**src/rtl/qoi_pkg.sv**
```systemverilog
// Shared constants, FSM state type and the QOI running-array hash.
package qoi_pkg;

  localparam logic [1:0] QOI_OP_INDEX    = 2'b00;
  localparam int         QOI_INDEX_DEPTH = 64;

  typedef enum logic {CLEAR, RUN} state_t;

  // The pixel is passed right-aligned in 32 bits. RGB pixels hash with an implicit alpha of 255.
  function automatic logic [5:0] qoi_hash(input logic [31:0] px, input int components);
    logic [12:0] r, g, b, a, sum;
    if (components == 4) begin
      r = 13'(px[31:24]);
      g = 13'(px[23:16]);
      b = 13'(px[15:8]);
      a = 13'(px[7:0]);
    end else begin
      r = 13'(px[23:16]);
      g = 13'(px[15:8]);
      b = 13'(px[7:0]);
      a = 13'd255;
    end
    sum = r * 13'd3 + g * 13'd5 + b * 13'd7 + a * 13'd11;
    return 6'(sum);
  endfunction

endpackage

```
**src/rtl/qoi_index_table.sv**
```systemverilog
// 64-entry running pixel array: the sweep-clear or update write port, and a combinational read that forwards a same-cycle update.
module qoi_index_table
  import qoi_pkg::*;
#(
  parameter int W = 32
) (
  input  logic         clk,
  input  logic         clr_en,
  input  logic [5:0]   clr_addr,
  input  logic         wr_en,
  input  logic [5:0]   wr_addr,
  input  logic [W-1:0] wr_data,
  input  logic [5:0]   rd_addr,
  output logic [W-1:0] rd_data
);

  logic [W-1:0] mem [QOI_INDEX_DEPTH];

  // NOTE: the array has no reset branch; the parent's 64-cycle sweep zeroes it, so it maps to plain flops/RAM without a reset tree.
  always_ff @(posedge clk) begin
    if (clr_en) begin
      mem[clr_addr] <= '0;
    end else if (wr_en) begin
      mem[wr_addr] <= wr_data;
    end
  end

  assign rd_data = (wr_en && !clr_en && (wr_addr == rd_addr)) ? wr_data : mem[rd_addr];

endmodule

```
**src/rtl/qoi_op_index_decoder.sv**
```systemverilog
// QOI_OP_INDEX chunk decoder: looks index bytes up in the running array and emits the pixel on a valid/ready port.
// Defining QOI_INDEX_STATS_EN adds the saturating hit_count and drop_count outputs.
module qoi_op_index_decoder
  import qoi_pkg::*;
#(
  parameter int COMPONENTS = 4
) (
  input  logic                    clk,
  input  logic                    rst,
  input  logic [7:0]              ibyte,
  input  logic                    ibyte_valid,
  output logic                    ibyte_ready,
  input  logic [8*COMPONENTS-1:0] upd_pixel,
  input  logic                    upd_valid,
  input  logic                    img_start,
  output logic [8*COMPONENTS-1:0] pixel,
  output logic                    pixel_valid,
  input  logic                    pixel_ready,
  output logic                    tag_err
`ifdef QOI_INDEX_STATS_EN
  ,
  output logic [31:0]             hit_count,
  output logic [15:0]             drop_count
`endif
);

  localparam int W = 8 * COMPONENTS;

  state_t       state_q, state_d;
  logic [5:0]   cnt_q, cnt_d;
  logic         clr_en;
  logic         accept, is_index, wr_en;
  logic [5:0]   upd_hash;
  logic [W-1:0] rd_data;

  always_ff @(posedge clk) begin
    if (rst) begin
      state_q <= CLEAR;
      cnt_q   <= '0;
    end else begin
      state_q <= state_d;
      cnt_q   <= cnt_d;
    end
  end

  // NOTE: every always_comb output is defaulted first so no path leaves it unassigned (no latch).
  always_comb begin
    state_d = state_q;
    cnt_d   = cnt_q;
    clr_en  = 1'b0;
    if (state_q == CLEAR) begin
      clr_en = 1'b1;
      cnt_d  = cnt_q + 6'd1;
      if (cnt_q == 6'd63) state_d = RUN;
    end
    if (img_start) begin
      state_d = CLEAR;
      cnt_d   = '0;
    end
  end

  assign ibyte_ready = (state_q == RUN) && (!pixel_valid || pixel_ready);
  assign accept      = ibyte_valid && ibyte_ready;
  assign is_index    = (ibyte[7:6] == QOI_OP_INDEX);
  assign wr_en       = upd_valid && (state_q == RUN);
  assign upd_hash    = qoi_hash(32'(upd_pixel), COMPONENTS);

  qoi_index_table #(.W(W)) u_table (
    .clk      (clk),
    .clr_en   (clr_en),
    .clr_addr (cnt_q),
    .wr_en    (wr_en),
    .wr_addr  (upd_hash),
    .wr_data  (upd_pixel),
    .rd_addr  (ibyte[5:0]),
    .rd_data  (rd_data)
  );

  // img_start wins over a same-cycle load so a restarted image never emits a stale pixel.
  always_ff @(posedge clk) begin
    if (rst) begin
      pixel       <= '0;
      pixel_valid <= 1'b0;
      tag_err     <= 1'b0;
    end else begin
      tag_err <= accept && !is_index;
      if (img_start) begin
        pixel_valid <= 1'b0;
      end else if (accept && is_index) begin
        pixel       <= rd_data;
        pixel_valid <= 1'b1;
      end else if (pixel_ready) begin
        pixel_valid <= 1'b0;
      end
    end
  end

`ifdef QOI_INDEX_STATS_EN
  always_ff @(posedge clk) begin
    if (rst || img_start) begin
      hit_count  <= '0;
      drop_count <= '0;
    end else begin
      if (pixel_valid && pixel_ready && (hit_count != '1)) hit_count <= hit_count + 32'd1;
      if (accept && !is_index && (drop_count != '1)) drop_count <= drop_count + 16'd1;
    end
  end
`endif

endmodule

```
**config.mk**
```make
export PLATFORM = sky130hd
export DESIGN_NAME = qoi_op_index_decoder
export DESIGN_NICKNAME = d
export VERILOG_FILES = /design/src/rtl/qoi_pkg.sv /design/src/rtl/qoi_index_table.sv /design/src/rtl/qoi_op_index_decoder.sv
export SDC_FILE = /design/constraint.sdc
export NUM_CORES = 2
export LEC_CHECK = 0
export CAP_MARGIN = 20
export CORE_MARGIN = 2
export CORE_UTILIZATION = 44
export DETAILED_ROUTE_END_ITERATION = 10
export GPL_ROUTABILITY_DRIVEN = 0
export PLACE_DENSITY = 0.56
export SETUP_SLACK_MARGIN = 0.05
export SLEW_MARGIN = 20
export SYNTH_ARGS = -nofsm -noshare
export SYNTH_HDL_FRONTEND = slang
export SYNTH_SLANG_ARGS = --single-unit
export TNS_END_PERCENT = 1
```
**constraint.sdc**
```tcl
create_clock -name clk -period 17.45 [get_ports clk]
set_clock_uncertainty 0.15 [all_clocks]
set_input_delay 3.49 -clock clk [delete_from_list [all_inputs] [get_ports clk]]
set_output_delay 3.49 -clock clk [all_outputs]
set_load 0.01 [all_outputs]
```
## Yosys cells after proc, flatten, opt, wreduce, memory -nomap -nowiden

Memory sizes are Yosys's and may differ from the RTL's. A register that Yosys moved wholly into a read port is not among the register bits.
Cells that the tools add are included.

| storage, ports and cells | value |
|---|---|
| register bits after elaboration | 9 |
| bits in writable memories | 2048 |
| input bits | 46 |
| output and inout port bits | 35 |
| memories | 1 |

| operators by class | value |
|---|---|
| $add $sub $neg | 4 |
| multiply operators | 4 |
| equality and inequality tests | 1 |
| muxes and demuxes | 11 |
| bitwise operators | 1 |
| reductions and logical operators | 13 |

Memories:

| name | depth | bits a word | rd ports | clocked after memory_dff | write ports | line | text |
|---|---|---|---|---|---|---|---|
| u_table.mem | 64 | 32 | 1 | 1 | 1 | qoi_index_table.sv:17 | `logic [W-1:0] mem [QOI_INDEX_DEPTH];` |

Operator list:

| operator | count |
|---|---|
| $mux 32 | 1 |
| $reduce_or 32->1 | 1 |
| $add 6x6->6 | 3 |
| $mul 8x3->6 const B | 2 |
| $mux 1 | 9 |
| $mul 8x2->6 const B | 1 |
| $mul 8x4->6 const B | 1 |
| $add 6x1->6 const B | 1 |
| $eq 6x6->1 const B | 1 |
| $mux 6 | 1 |
| $logic_and 1x1->1 | 5 |
| $logic_not 1->1 | 2 |
| $logic_not 2->1 | 1 |
| $reduce_and 2->1 | 1 |
| $reduce_bool 2->1 | 1 |
| $reduce_or 2->1 | 1 |
| $logic_or 1x1->1 | 1 |
| $not 1->1 | 1 |

## Longest topological paths before layout

| logic depth | value |
|---|---|
| word-level depth | 6 |
| mapped depth | 19 |
| gate-level depth less buffers | 17 |

## Cells and area by module

Synthesis repeated with hierarchy kept, for this count alone.

| unflattened totals | value |
|---|---|
| cell total of the unflattened synthesis | 3896 |
| area, all modules | 81684.6 µm² |

By module, submodules not included:

| module | instances | cells each | area each (µm²) |
|---|---|---|---|
| qoi_index_table | 1 | 3619 | 79175.9 |
| qoi_op_index_decoder | 1 | 277 | 2508.7 |

## Worst setup path after synthesis

Ideal clock, no wire load.

| timing path | value |
|---|---|
| path kind | input port to flip-flop |
| start point | in upd_pixel[9] |
| end point | mem u_table.mem[48][0] (enable) |
| setup time | 0.421 ns |
| arrival time | 9.063 ns |
| required time | 16.879 ns |
| slack | 7.816 ns |
| stages | 15 |
| path buffers | 0 |
| cells stage by stage | fa_1 inv_1 fa_1 fa_1 fa_1 fa_1 inv_1 ha_1 a21o_1 a21oi_1 xnor2_1 xnor3_1 o21ai_0 nand2_1 nor2_1 |

| on the way | value |
|---|---|
| word-level cells in the longest chain between the ends | 4 |

RTL lines:

| item | line | text |
|---|---|---|
| start, declared | qoi_op_index_decoder.sv:13 | `input logic [8*COMPONENTS-1:0] upd_pixel,` |
| $mul 8x3->6 | qoi_pkg.sv:23 | `sum = r * 13'd3 + g * 13'd5 + b * 13'd7 + a * 13'd11;` |
| $add 6x6->6 (2 in a row) | qoi_pkg.sv:23 |  |
| $mux 6 (no line) | n/a |  |
| end, declared | qoi_index_table.sv:17 |  |

No other way between the ends.

## Worst setup path after layout

| timing path | value |
|---|---|
| start point | in upd_pixel[10] |
| end point | mem u_table.mem[49][25] (enable) |

Same word-level chain as after synthesis.

==> impl_metrics.json <==
{
  "outcome": "finished, final reports clean",
  "fin_crit_ps": 10100,
  "setup_violations": 0,
  "min_path_type": "reg -> reg",
  "r2r_cells": 8,
  "die_area_um2": 187000,
  "vias": 39400,
  "cpMostUsedCell": "fa_1",
  "fmax_mhz": 99.0,
  "cap_violations": 0,
  "via_per_inst": 6.03,
  "cts_buffers": 211,
  "clkTransAtPathRegs_ps": 60,
  "postRouteAntennaNets": 0,
  "hold_buffers": 0,
  "synthCells": 3666,
  "p_total_uw": 10400,
  "p_leak_uw": 0.0253,
  "port_buffers": 80,
  "core_um2": 183000,
  "cts_resized": 0,
  "yosys-top-cells-area": "edfxtp_1, mux4_2, a22oi_1",
  "cts_sinks": 2089,
  "cp.depth": 18,
  "reg2reg_setup_slack_ps": 12630,
  "synth_top_flop_cell": "edfxtp_1",
  "final_core_util_pct": 50.5,
  "start_util_pct": 44.3,
  "ys_seq_area_share_pct": 77.0,
  "drt_first_iter_violations": 4772,
  "hold_path.startpoint": "pixel[5]",
  "hold_viol": 0,
  "tns_ps": 0,
  "cts_root_buf": "clkbuf_16",
  "powerDensity_nw_per_um2": 112,
  "path_cells": "clkdlybuf4s50_1 > inv_1 > fa_1 > inv_1 > fa_1 > inv_1 > fa_1 > fa_1 > fa_1 > inv_1 > ha_1 > a21oi_1 > xnor2_1 > xnor3_1 > o21ai_0 > nand2_1 > nor2_4 > buf_4",
  "dr.pass1.iters": 5,
  "cp-end-kind": "flip-flop",
  "yosys_warnings": 0,
  "drc_errors": 0,
  "design_area_um2": 92400,
  "synth_top_area_cell": "edfxtp_1",
  "worst_slack_ps": 7350,
  "crit_required_ps": 17790,
  "ioPinCount": 81,
  "nets": 3971,
  "path_max_fanout": 17,
  "netlist_top_cells_count": "edfxtp_1, mux4_2, a22oi_1, nor2_1, clkbuf_1",
  "die_h_um": 433,
  "r2r_end": "u_table.mem[49][25]",
  "drive_above_1_share_pct": 26.5,
  "grt_pass1_vias": 38600,
  "cts_buffer_depth": 3,
  "antenna_found_initial": 11,
  "wl_um": 223000,
  "rr_startpoint": "state_q",
  "rows": 157,
  "overflow": 0,
  "synthArstFlopShare_pct": 0,
  "dp_hpwl_um": 130000,
  "ys_seq_elements": 2089,
  "pre_cts_ws_ps": 6340,
  "placed_area_um2": 85500,
  "postCtsSetupBuffers": 0,
  "synth_cell_type_count": 49,
  "arrival_ps": 10440,
  "grt.total_usage_pct": 23.8,
  "clk_latency_ps": 840,
  "synth.most_common_cell": "edfxtp_1",
  "nFillCells": 14500,
  "slowest_stage": "nor2_4",
  "critical_path_class": "in -> reg",
  "synthesis.nets": 3756,
  "grt_pass1_wl_um": 310000,
  "syn-cell-area_um2": 81000,
  "relSlewSlack_pct": 25.7,
  "worstMarginPinSlew_ps": 1110,
  "die_w_um": 433,
  "rsz0062_at_grt": "no",
  "crit_buf_inv": 6,
  "startpoint_type": "input port",
  "wl_per_cell_um": 34.1,
  "finalMaxSlewViolations": 0,
  "final.period_utilization_pct": 57.9,
  "cts_tree": "yes",
  "cp_top_family": "adder cells",
  "cpPeakStageDelay_ps": 740,
  "syn_avg_cell_area_um2": 22.1,
  "area_growth_pct": 14.1,
  "irDropWorstVdd_v": 0.0000895,
  "synth-edff-count": 2048,
  "whs_path_depth": 2,
  "whs_endpoint": "pixel[5]",
  "synth_top_area_share_pct": 75.9,
  "h-tree-depth": 4,
  "grt_start_max_net_pins": 88
}
[how the worst max path moves through the flow]
stage	to	startpoint
after floorplan	u_table.mem[48][0]	upd_pixel[9]
after global placement	u_table.mem[54][8]	upd_pixel[10]
after detailed placement	u_table.mem[54][30]	upd_pixel[10]
after CTS	u_table.mem[54][20]	upd_pixel[10]
after global routing	u_table.mem[49][18]	upd_pixel[10]
final	u_table.mem[49][25]	upd_pixel[10]
[cell families after synthesis]
kind of cell / share of synthesized area [%]
xor+xnor: 0.451
compound gates: 3.99
fa+ha+maj: 0.893
buf+inv: 1.59
mux: 14.8
simple gates: 1.35
flops: 77.0
[cell type report]
class	instances	area, µm²	area share (%)
Tap cell	2464	3080	3.34
Sequential cell	2089	62300	67.4
Clock inverter	126	1090	1.18
Antenna cell	5	12.5	0.0135
Inverter	59	238	0.257
Timing Repair Buffer	214	2200	2.38
Clock buffer	264	5510	5.96
Multi-Input combinational cell	1306	18000	19.4
[where the power goes]
group | switching [µW] | internal (µW) | leakage (µW) | total [µW]
combinational | 346 | 244 | 0.00625 | 590
sequential | 2.98 | 5430 | 0.0159 | 5440
clock | 1910 | 2440 | 0.00322 | 4350
total | 2260 | 8120 | 0.0253 | 10400
[sequential cells by signal, summed over array words and instances, names as in the netlist]
signal	count
cnt_q	6
pixel_valid	1
pixel	32
u_table.mem	2048
state_q	1
tag_err	1
[tightest hold or removal path, stage by stage (launching register included)]
cell and delay [ps]:
dfxtp_1 310, nor2_1 100, a211oi_1 50
[metrics by stage]
step	hold slack (ps)	instances
detailed placement	335	6119
global route	368	6522
CTS	343	6509
global placement	332	6114
finish	351	6527
floorplan	341	3666
[per-layer routing]
layer	up-vias	wire length, µm	global-route usage, %
li1	16000	-	-
met1	21500	93800	34.5
met2	1548	106000	37.2
met3	275	15800	4.11
met4	6	7080	7.44
met5	-	152	0
[cells in the final DEF, fill, tap and decap left out, types with 12 or more instances in the layout]
cell type / count
dfxtp_1: 41
a21oi_1: 78
o21ai_0: 16
a221oi_1: 43
nor2_4: 72
xnor2_1: 20
buf_12: 15
clkdlybuf4s50_1: 75
mux2i_1: 29
nor2b_1: 22
mux4_2: 512
a22o_1: 43
a221oi_2: 20
buf_4: 110
nor2_1: 40
ha_1: 21
inv_1: 39
edfxtp_1: 2048
clkinv_1: 61
clkinv_2: 45
a22oi_1: 119
o22ai_1: 21
mux2_2: 12
nand2_1: 59
bufinv_16: 14
fa_1: 23
xor2_1: 12
nor3_1: 13
clkbuf_1: 51
a211oi_1: 29
clkbuf_16: 212
o21bai_1: 20
No activity file was read; power rests on OpenSTA's default activity.
